### config.mk
export PLATFORM = sky130hd
export DESIGN_NAME = axi_stream_video_source
export DESIGN_NICKNAME = d
export VERILOG_FILES = /design/src/rtl/axi_video_pkg.sv /design/src/rtl/axi_video_pattern_gen.sv /design/src/rtl/axi_stream_video_source.sv
export SDC_FILE = /design/constraint.sdc
export NUM_CORES = 1
export LEC_CHECK = 0
export ABC_CLOCK_PERIOD_IN_PS = 3100
export CAP_MARGIN = 20
export CORE_MARGIN = 8
export CORE_UTILIZATION = 55
export CTS_BUF_LIST = sky130_fd_sc_hd__clkbuf_8 sky130_fd_sc_hd__clkbuf_16
export DETAILED_ROUTE_END_ITERATION = 7
export PLACE_DENSITY = 0.79
export SYNTH_ARGS = -nofsm -noshare
export SYNTH_HDL_FRONTEND = slang
export SYNTH_SLANG_ARGS = --single-unit
### constraint.sdc
create_clock -name clk -period 3.1 [get_ports clk]
set_input_delay 0.465 -clock clk [delete_from_list [all_inputs] [get_ports clk]]
set_output_delay 0.465 -clock clk [all_outputs]
set_load 0.1 [all_outputs]
### src/rtl/axi_video_pkg.sv
// Shared types for the AXI-Stream video source: test-pattern selector and source FSM states.
// Latency: n/a (types only).
// Backpressure: n/a.
package axi_video_pkg;

    typedef enum logic [1:0] {
        BARS  = 2'd0,
        RAMP  = 2'd1,
        SOLID = 2'd2,
        COUNT = 2'd3
    } pattern_e;

    typedef enum logic [1:0] {
        IDLE   = 2'd0,
        ACTIVE = 2'd1,
        GAP    = 2'd2
    } src_state_e;

endpackage

### src/rtl/axi_video_pattern_gen.sv
// Registered test-pattern pixel for one beat, computed from (mode, x, bar index, beat index, solid colour).
// Latency: pixel_o updates on the edge where adv_i is high, from the coordinates presented that cycle.
// Backpressure: holds pixel_o while adv_i is low.
// Ports: clk, rst_n (async active-low), adv_i load strobe, mode_i, x_i, bar_i, beat_i, solid_i, pixel_o.
module axi_video_pattern_gen
    import axi_video_pkg::*;
#(
    parameter int DATA_WIDTH = 24,
    parameter int XW         = 10
) (
    input  logic                  clk,
    input  logic                  rst_n,
    input  logic                  adv_i,
    input  pattern_e              mode_i,
    input  logic [XW-1:0]         x_i,
    input  logic [2:0]            bar_i,
    input  logic [DATA_WIDTH-1:0] beat_i,
    input  logic [DATA_WIDTH-1:0] solid_i,
    output logic [DATA_WIDTH-1:0] pixel_o
);
    localparam int C = DATA_WIDTH / 3;

    logic [DATA_WIDTH-1:0] pixel_d, pixel_q;
    logic [2:0]            code;
    logic [C-1:0]          ramp;

    always_comb begin
        // Bar 0 maps to code 7 (white), bar 7 to code 0 (black).
        code    = 3'd7 - bar_i;
        ramp    = C'(x_i);
        pixel_d = '0;
        case (mode_i)
            BARS:    pixel_d = {{C{code[2]}}, {C{code[1]}}, {C{code[0]}}};
            RAMP:    pixel_d = {ramp, ramp, ramp};
            SOLID:   pixel_d = solid_i;
            COUNT:   pixel_d = beat_i;
            default: pixel_d = '0;
        endcase
    end

    always_ff @(posedge clk or negedge rst_n) begin
        if (!rst_n) begin
            pixel_q <= '0;
        end else if (adv_i) begin
            pixel_q <= pixel_d;
        end
    end

    assign pixel_o = pixel_q;

endmodule

### src/rtl/axi_stream_video_source.sv
// AXI-Stream raster frame source (H_ACTIVE x V_ACTIVE beats, SOF on tuser, tlast per line or per frame).
// Latency: first beat valid one cycle after enable is sampled in IDLE; one beat per cycle, GAP_CYCLES idle between frames.
// Backpressure: all output registers and counters hold while tvalid & !tready; tvalid never depends on tready.
// Ports: clk, rst_n, enable, pattern_sel, solid_color, m_axis_* (tdata/tvalid/tlast/tuser out, tready in), busy, frame_done, frame_count.
module axi_stream_video_source
    import axi_video_pkg::*;
#(
    parameter int DATA_WIDTH = 24,
    parameter int H_ACTIVE   = 640,
    parameter int V_ACTIVE   = 480,
    parameter int GAP_CYCLES = 16,
    parameter int TLAST_EOF  = 0
) (
    input  logic                  clk,
    input  logic                  rst_n,
    input  logic                  enable,
    input  logic [1:0]            pattern_sel,
    input  logic [DATA_WIDTH-1:0] solid_color,
    output logic [DATA_WIDTH-1:0] m_axis_tdata,
    output logic                  m_axis_tvalid,
    output logic                  m_axis_tlast,
    output logic                  m_axis_tuser,
    input  logic                  m_axis_tready,
    output logic                  busy,
    output logic                  frame_done,
    output logic [31:0]           frame_count
);
    localparam int XW      = $clog2(H_ACTIVE);
    localparam int YW      = $clog2(V_ACTIVE + 1);
    localparam int BAR_LEN = H_ACTIVE / 8;
    localparam int BCW     = (BAR_LEN > 1) ? $clog2(BAR_LEN) : 1;
    localparam int GW      = (GAP_CYCLES > 1) ? $clog2(GAP_CYCLES) : 1;

    localparam logic [XW-1:0]  X_LAST   = XW'(H_ACTIVE - 1);
    localparam logic [YW-1:0]  Y_LAST   = YW'(V_ACTIVE - 1);
    localparam logic [BCW-1:0] BAR_LAST = BCW'(BAR_LEN - 1);
    localparam logic [GW-1:0]  GAP_LAST = GW'((GAP_CYCLES > 0) ? GAP_CYCLES - 1 : 0);

    src_state_e            state_q, state_d;
    // x/y/bar/beat counters hold the coordinates of the NEXT beat to load into the output registers.
    logic [XW-1:0]         x_q, x_d;
    logic [YW-1:0]         y_q, y_d;
    logic [2:0]            bar_q, bar_d;
    logic [BCW-1:0]        barc_q, barc_d;
    logic [DATA_WIDTH-1:0] beat_q, beat_d;
    logic [GW-1:0]         gap_q, gap_d;
    pattern_e              sel_q, sel_d;
    logic [DATA_WIDTH-1:0] solid_q, solid_d;
    logic                  tvalid_q, tvalid_d;
    logic                  tlast_q, tlast_d;
    logic                  tuser_q, tuser_d;
    logic                  eof_q, eof_d;     // beat on the bus is the final beat of the frame
    logic                  fdone_q, fdone_d;
    logic [31:0]           fcount_q, fcount_d;

    logic                  hs, load, restart;
    logic [XW-1:0]         cx;
    logic [YW-1:0]         cy;
    logic [2:0]            cbar;
    logic [BCW-1:0]        cbarc;
    logic [DATA_WIDTH-1:0] cbeat;
    pattern_e              gen_mode;
    logic [DATA_WIDTH-1:0] gen_solid;

    assign hs = m_axis_tvalid & m_axis_tready;

    always_comb begin
        state_d  = state_q;
        x_d      = x_q;
        y_d      = y_q;
        bar_d    = bar_q;
        barc_d   = barc_q;
        beat_d   = beat_q;
        gap_d    = gap_q;
        sel_d    = sel_q;
        solid_d  = solid_q;
        tvalid_d = tvalid_q;
        tlast_d  = tlast_q;
        tuser_d  = tuser_q;
        eof_d    = eof_q;
        fdone_d  = 1'b0;
        fcount_d = fcount_q;
        load     = 1'b0;
        restart  = 1'b0;   // load beat 0 of a new frame from live pattern inputs this cycle

        case (state_q)
            IDLE: begin
                if (enable) begin
                    state_d = ACTIVE;
                    sel_d   = pattern_e'(pattern_sel);
                    solid_d = solid_color;
                    x_d     = '0;
                    y_d     = '0;
                    bar_d   = '0;
                    barc_d  = '0;
                    beat_d  = '0;
                end
            end
            ACTIVE: begin
                if (!tvalid_q) begin
                    // First cycle after leaving IDLE: prime the output registers with beat 0.
                    load = 1'b1;
                end else if (hs) begin
                    if (eof_q) begin
                        fcount_d = fcount_q + 32'd1;
                        fdone_d  = 1'b1;
                        tvalid_d = 1'b0;
                        tlast_d  = 1'b0;
                        tuser_d  = 1'b0;
                        eof_d    = 1'b0;
                        if (GAP_CYCLES != 0) begin
                            state_d = GAP;
                            gap_d   = '0;
                        end else if (enable) begin
                            restart = 1'b1;
                        end else begin
                            state_d = IDLE;
                        end
                    end else begin
                        load = 1'b1;
                    end
                end
            end
            GAP: begin
                if (gap_q == GAP_LAST) begin
                    if (enable) begin
                        restart = 1'b1;
                        state_d = ACTIVE;
                    end else begin
                        state_d = IDLE;
                    end
                end else begin
                    gap_d = gap_q + GW'(1);
                end
            end
            default: state_d = IDLE;
        endcase

        cx        = restart ? '0 : x_q;
        cy        = restart ? '0 : y_q;
        cbar      = restart ? '0 : bar_q;
        cbarc     = restart ? '0 : barc_q;
        cbeat     = restart ? '0 : beat_q;
        gen_mode  = restart ? pattern_e'(pattern_sel) : sel_q;
        gen_solid = restart ? solid_color : solid_q;

        if (load || restart) begin
            tvalid_d = 1'b1;
            tuser_d  = (cx == '0) && (cy == '0);
            tlast_d  = (cx == X_LAST) && ((TLAST_EOF == 0) || (cy == Y_LAST));
            eof_d    = (cx == X_LAST) && (cy == Y_LAST);
            beat_d   = cbeat + DATA_WIDTH'(1);
            if (cx == X_LAST) begin
                x_d    = '0;
                y_d    = cy + YW'(1);
                bar_d  = '0;
                barc_d = '0;
            end else begin
                x_d = cx + XW'(1);
                y_d = cy;
                if (cbarc == BAR_LAST) begin
                    barc_d = '0;
                    bar_d  = cbar + 3'd1;
                end else begin
                    barc_d = cbarc + BCW'(1);
                    bar_d  = cbar;
                end
            end
            if (restart) begin
                sel_d   = gen_mode;
                solid_d = gen_solid;
            end
        end
    end

    always_ff @(posedge clk or negedge rst_n) begin
        if (!rst_n) begin
            state_q  <= IDLE;
            x_q      <= '0;
            y_q      <= '0;
            bar_q    <= '0;
            barc_q   <= '0;
            beat_q   <= '0;
            gap_q    <= '0;
            sel_q    <= BARS;
            solid_q  <= '0;
            tvalid_q <= 1'b0;
            tlast_q  <= 1'b0;
            tuser_q  <= 1'b0;
            eof_q    <= 1'b0;
            fdone_q  <= 1'b0;
            fcount_q <= '0;
        end else begin
            state_q  <= state_d;
            x_q      <= x_d;
            y_q      <= y_d;
            bar_q    <= bar_d;
            barc_q   <= barc_d;
            beat_q   <= beat_d;
            gap_q    <= gap_d;
            sel_q    <= sel_d;
            solid_q  <= solid_d;
            tvalid_q <= tvalid_d;
            tlast_q  <= tlast_d;
            tuser_q  <= tuser_d;
            eof_q    <= eof_d;
            fdone_q  <= fdone_d;
            fcount_q <= fcount_d;
        end
    end

    axi_video_pattern_gen #(
        .DATA_WIDTH (DATA_WIDTH),
        .XW         (XW)
    ) u_pattern (
        .clk     (clk),
        .rst_n   (rst_n),
        .adv_i   (load | restart),
        .mode_i  (gen_mode),
        .x_i     (cx),
        .bar_i   (cbar),
        .beat_i  (cbeat),
        .solid_i (gen_solid),
        .pixel_o (m_axis_tdata)
    );

    assign m_axis_tvalid = tvalid_q;
    assign m_axis_tlast  = tlast_q;
    assign m_axis_tuser  = tuser_q;
    assign busy          = (state_q != IDLE);
    assign frame_done    = fdone_q;
    assign frame_count   = fcount_q;

endmodule

==> flow_summary.toml, run 1 <==
[yosys]
synth_top_area_share_pct = 47.70
seq_area_frac_synth_pct = 47.70
synth_cell_type_count = 66
synthFlopType = "dfrtp_1"
synth_edf_count = 0
synth_area_leaders = "dfrtp_1 48%, mux2_2 7.4%, a21oi_1 4.4%, nor2_1 4.0%, nand2_1 2.7%"
synth_top_area_cell = "dfrtp_1"
async_reset_ff_share_pct = 100.0
netlist_area_um2 = 7659
synthesis.nets = 830
yosys_warnings = 0
netlist_instances = 795
syn_avg_cell_area_um2 = 9.633
synth-seq-cells = 146

[finish]
final_cell_mix = "146 x dfrtp_1, 83 x buf_4, 81 x nor2_1, 66 x a21oi_1, 55 x nand2_1"
final_common_cell = "dfrtp_1"
layout.nets = 913
n_antenna_cell = 0
syn_to_final_growth_pct = 20.86
drive_above_1_share_pct = 21.44

[clock_tree]
cts_sinks = 146
cts-buffers-inserted = 17
clkTransAtPathRegs_ps = 60
htree_levels = 4
clockBufferDepth = 2
cts_tree = "yes"
clk_latency_ps = 430
cts_setup_buffers = 0
clockRootBuffer = "clkbuf_16"

[timing]
max_freq_mhz = 343.2
setup_tns_ps = 0
fin_ws_ps = 186.3
hold_viol_final = 0
fin_skew_ps = 5.799
period_share_pct = 93.99
maxSlewViolCount = 0
maxSlewHeadroom_pct = 51.93
final-setup-viol-count = 0
hold_ws_ps = 9.508
rsz0062_at_grt = "false"
tightestPinTransition_ps = 716.2
fin_crit_ps = 2914

[drt]
wl_per_cell_um = 18.85
drt_first_pass_iters = 5
routed_via_density = 6.209
wirelength_um = 20190
drc_errors = 0
vias = 6650
final_antenna_net_count = 0
dr.first_iter.drc_count = 548

[run_status]
status = "complete, no violations"

[setup_path]
regToRegSetupSlack_ps = 190
critPathCaptureType = "flop"
worst_path_max_delay_cell = "a2111oi_4"
r2r_start = "gap_q[0]"
critical_path_class = "reg2reg"
startpoint_type = "flop"
cp_top_family = "simple AND/OR/NAND/NOR gates"
critPathBufInv = 0
critical_path_arrival_ps = 3230
critical_path.max_fanout = 7
crit_required_ps = 3410
crit_path_cell_trace = "ha_1 > and3_1 > nand2_1 > and2_1 > ha_1 > nand3_1 > a2111oi_4 > or3_1 > nand2_1 > a32o_1"
r2r_end = "bar_q[1]"
reg2regPathDepth = 10
slowest_delay_ps = 490

[power_and_ir_drop]
p_leak_nw = 4.141
peakVddDrop_mv = 0.6849
power-per-cell-area_nw_per_um2 = 809.6

[place]
gp_congestion = 0.8862
port_buffers = 90
pre_cts_slack_ps = 106.9
hpwl_um = 14180

[global_route]
grt_max_degree = 62
grt_overflow = 0
antenna_found_initial = 0
grt_usage_pct = 22.99
grt_pass1_wl_um = 33850
grt_pass1_vias = 6885

[floorplan]
initial_core_util_pct = 55.82
rows = 43
die_w_um = 134.0
core_area_um2 = 13720
io_pins = 91
fp.dieH_um = 134.0
dieArea_um2 = 17960

[run]
max_cap_viol_count = 0

[hold_path]
min_path_type = "in2async"
## kinds of logic after synthesis
group           share of synthesized area (%)
mux                                     7.482
simple gates                            18.92
buf+inv                                 3.757
compound gates                          17.43
flops                                   47.70
xor+xnor                                3.888
fa+ha+maj                              0.8169
## report_power, final
group          total [W]  internal [W]  switching (W)
Clock            0.00219       0.00136       0.000821
Combinational    0.00270      0.000785        0.00191
Sequential       0.00261       0.00228       0.000332
Total            0.00749       0.00443        0.00306
## synthesized netlist by cell type, types with 21 or more instances
library cell	count
a21oi_1	67
a22oi_1	23
clkbuf_1	24
dfrtp_1	146
mux2_2	50
nand2_1	55
nand3_1	31
nand4_1	22
nor2_1	82
o21ai_0	37
o21ai_1	25
xor2_1	21
## what timing repair did
item                       4_1_cts  5_1_grt
hold buffers                     0        0
resized for setup                0        1
setup endpoints to repair        0        2
## per-stage QoR
| step | cells | util, % | area, µm² | total power [W] |
|---|---|---|---|---|
| after floorplan | 795 | - | 7659 | 0.004649 |
| after global placement | 1039 | 62.87 | 8626 | 0.005257 |
| after detailed placement | 1039 | 62.87 | 8626 | 0.005326 |
| after CTS | 1071 | 67.45 | 9254 | 0.007521 |
| after global routing | 1071 | 67.47 | 9256 | 0.007807 |
| final | 1071 | 67.47 | 9256 | 0.007494 |
## per-layer routing
metal,global-route usage (%),vias to the layer above,wire (µm)
li1,-,3036,-
met1,28.07,3295,8143
met2,37.78,269,9971
met3,5.572,50,1487
met4,10.54,0,587
met5,0,-,0
## worst max path at each step
stage	start	to	slack, ps	cells past startpoint
finish	gap_q[0]	bar_q[1]	190	10
global placement	enable	beat_q[22]	210	10
global route	gap_q[0]	bar_q[1]	30	10
CTS	gap_q[0]	beat_q[22]	220	10
detailed placement	enable	bar_q[1]	110	10
floorplan	gap_q[0]	bar_q[1]	230	12
## state kept, by name (all words and copies together), names as in the netlist
name,count
m_axis_tuser,1
u_pattern.pixel_o,24
gap_q,4
y_q,9
eof_q,1
beat_q,24
state_q,2
solid_q,24
bar_q,3
m_axis_tvalid,1
m_axis_tlast,1
sel_q,2
barc_q,7
frame_done,1
frame_count,32
x_q,10
## worst register-to-register path: cells and delay by family, from the launching register on
kind | cells | cell delay [ps]
flops | 1 | 410
fa+ha+maj | 2 | 440
simple gates | 6 | 1270
compound gates | 2 | 690
## cell type report
cell class                      instances  area, µm²
Clock buffer                           18      439.2
Clock inverter                         14      188.9
Fill cell                            1036       4463
Inverter                               17      63.81
Multi-Input combinational cell        582       3731
Sequential cell                       146       3654
Tap cell                              180      225.2
Timing Repair Buffer                  114      954.7
Note: power is estimated with default switching activity, not from simulation.
==> run 2: changes to the inputs <==
- CORE_MARGIN: 8 -> 4
- SLEW_MARGIN: unset -> 20
==> flow_summary.toml, run 2 (synthesis gave the netlist of run 1 again) <==
[power_and_ir_drop]
internal-power_w = 0.004348
power-per-cell-area_nw_per_um2 = 803.1
peakVddDrop_mv = 1.228
p_total_w = 0.007384
pwr-share-clk_pct = 28.2
p_switching_w = 0.003036
swShare_pct = 41.12
combPwrFrac_pct = 35.3
p_leak_nw = 4.120
p_seq_share_pct = 36.5

[place]
hpwl_um = 13480
gp_congestion = 0.9054
dp_cells = 1033
port_buffers = 90

[setup_path]
worst_path_max_delay_cell = "or4_1"
crit_required_ps = 3460
reg2regPathDepth = 10
slowest_delay_ps = 430
startpoint_type = "flop"
r2r_start = "gap_q[0]"
regToRegSetupSlack_ps = 240
critical_path.max_fanout = 8
crit_path_cell_trace = "ha_1 > and3_1 > nand2_1 > and2_1 > ha_1 > nand3_1 > nor2_2 > nand3_2 > or4_1 > nand3_1"
critPathCaptureType = "flop"
critical_path_class = "reg2reg"
critical_path_arrival_ps = 3210
r2r_end = "beat_q[22]"

[finish]
final_util_pct = 68.34
largest_reg_flops = 32
final_cell_mix = "146 x dfrtp_1, 82 x buf_4, 81 x nor2_1, 66 x a21oi_1, 55 x nand2_1"
drive_above_1_share_pct = 21.28
final_common_cell = "dfrtp_1"
syn_to_final_growth_pct = 20.05
n_antenna_cell = 0
layout.nets = 911
instances_no_fill = 1064

[clock_tree]
cts_sinks = 146
clkTransAtPathRegs_ps = 60
clockBufferDepth = 2
clk_latency_ps = 420
htree_levels = 4
clockRootBuffer = "clkbuf_16"
holdBufCountCts = 0
cts_tree = "yes"
cts_setup_buffers = 0
cts-buffers-inserted = 17

[timing]
period_share_pct = 92.19
maxSlewHeadroom_pct = 28.73
hold_viol_final = 0
hold_ws_ps = 11.49
max_freq_mhz = 349.9
fin_crit_ps = 2858
rsz0062_at_grt = "false"
setup_tns_ps = 0
maxSlewViolCount = 0
tightestPinTransition_ps = 1069
fin_skew_ps = 6.194
final-setup-viol-count = 0

[floorplan]
dieArea_um2 = 15880
rows = 42
fp.dieH_um = 126.0
core_area_um2 = 13450
initial_core_util_pct = 56.93
die_w_um = 126.0
io_pins = 91

[drt]
final_antenna_net_count = 0
wirelength_um = 19670
routed_via_density = 6.185
drt_first_pass_iters = 5
wl_per_cell_um = 18.49
vias = 6581
drc_errors = 0
dr.first_iter.drc_count = 582

[global_route]
grt_pass1_vias = 6507
antenna_found_initial = 0
grt_pass1_wl_um = 32810
grt_max_degree = 61
grt_overflow = 0
grt_usage_pct = 25.21

[hold_path]
min_path_type = "in2async"

[run_status]
status = "complete, no violations"

[run]
max_cap_viol_count = 0
run 2: cell count changes in the layout (fill, tap and decap cells not counted):
cell | previous run | this run
clkinv_4 | 4 | 1
clkbuf_8 | 1 | 2
buf_4 | 83 | 82
bufinv_16 | 4 | 3
clkinvlp_4 | 2 | 1
buf_12 | 2 | 1
nand3_2 | 1 | 2
nand3_1 | 31 | 30
clkinv_2 | 3 | 6
run 2: how the worst max path moves through the flow:
stage / startpoint / to / slack (ps) / cells after the start
4_1_cts: gap_q[0] / beat_q[22] / 160 / 10
3_5_place_dp: enable / beat_q[22] / 110 / 10
3_3_place_gp: enable / beat_q[22] / 220 / 10
2_1_floorplan: gap_q[0] / bar_q[1] / 230 / 12
5_1_grt: gap_q[0] / beat_q[22] / 70 / 10
6_report: gap_q[0] / beat_q[22] / 240 / 10
run 2: routing by layer:
metal  vias up  GRT usage [%]  routed length, µm
met5         -              0                  0
met4         0          9.211                479
met3        43          4.699               1141
met2       253          41.78               9760
met1      3244          33.31               8288
li1       3041              -                  -
run 2: power by group through the flow:
stage | Combinational (W) | Clock, W | Sequential [W]
3_5_place_dp | 0.00260 | 0 | 0.00271
6_report | 0.00261 | 0.00208 | 0.00269
4_1_cts | 0.00261 | 0.00210 | 0.00268
2_1_floorplan | 0.000998 | 0 | 0.00365
3_3_place_gp | 0.00255 | 0 | 0.00268
5_1_grt | 0.00275 | 0.00218 | 0.00274
run 2: worst max-delay path, delay by kind of cell, from the launching register on:
family / cells / cell delay [ps]
adders and majority gates: 2 / 420
DFF: 1 / 400
and+or+nand+nor: 8 / 1950
run 2: area by class of cell:
type | count | area (µm²)
clock buffers | 19 | 452.9
fillers | 999 | 4259
clock inverters | 12 | 140.1
well taps | 176 | 220.2
inverters | 17 | 63.81
multi-input cells | 582 | 3736
repair buffers | 112 | 927.1
flip-flops and latches | 146 | 3654
run 2: repair_timing:
| action | CTS | global route |
|---|---|---|
| resized for setup | 0 | 2 |
| endpoints found under the hold margin | 0 | 0 |
| endpoints found under the setup margin | 0 | 2 |
run 2: per-stage QoR:
stage          worst slack [ps]  cell area, µm²
3_5_place_dp              108.0            8593
6_report                  242.2            9194
2_1_floorplan             227.0            7659
5_1_grt                   67.88            9194
3_3_place_gp              220.5            8593
4_1_cts                   161.7            9186
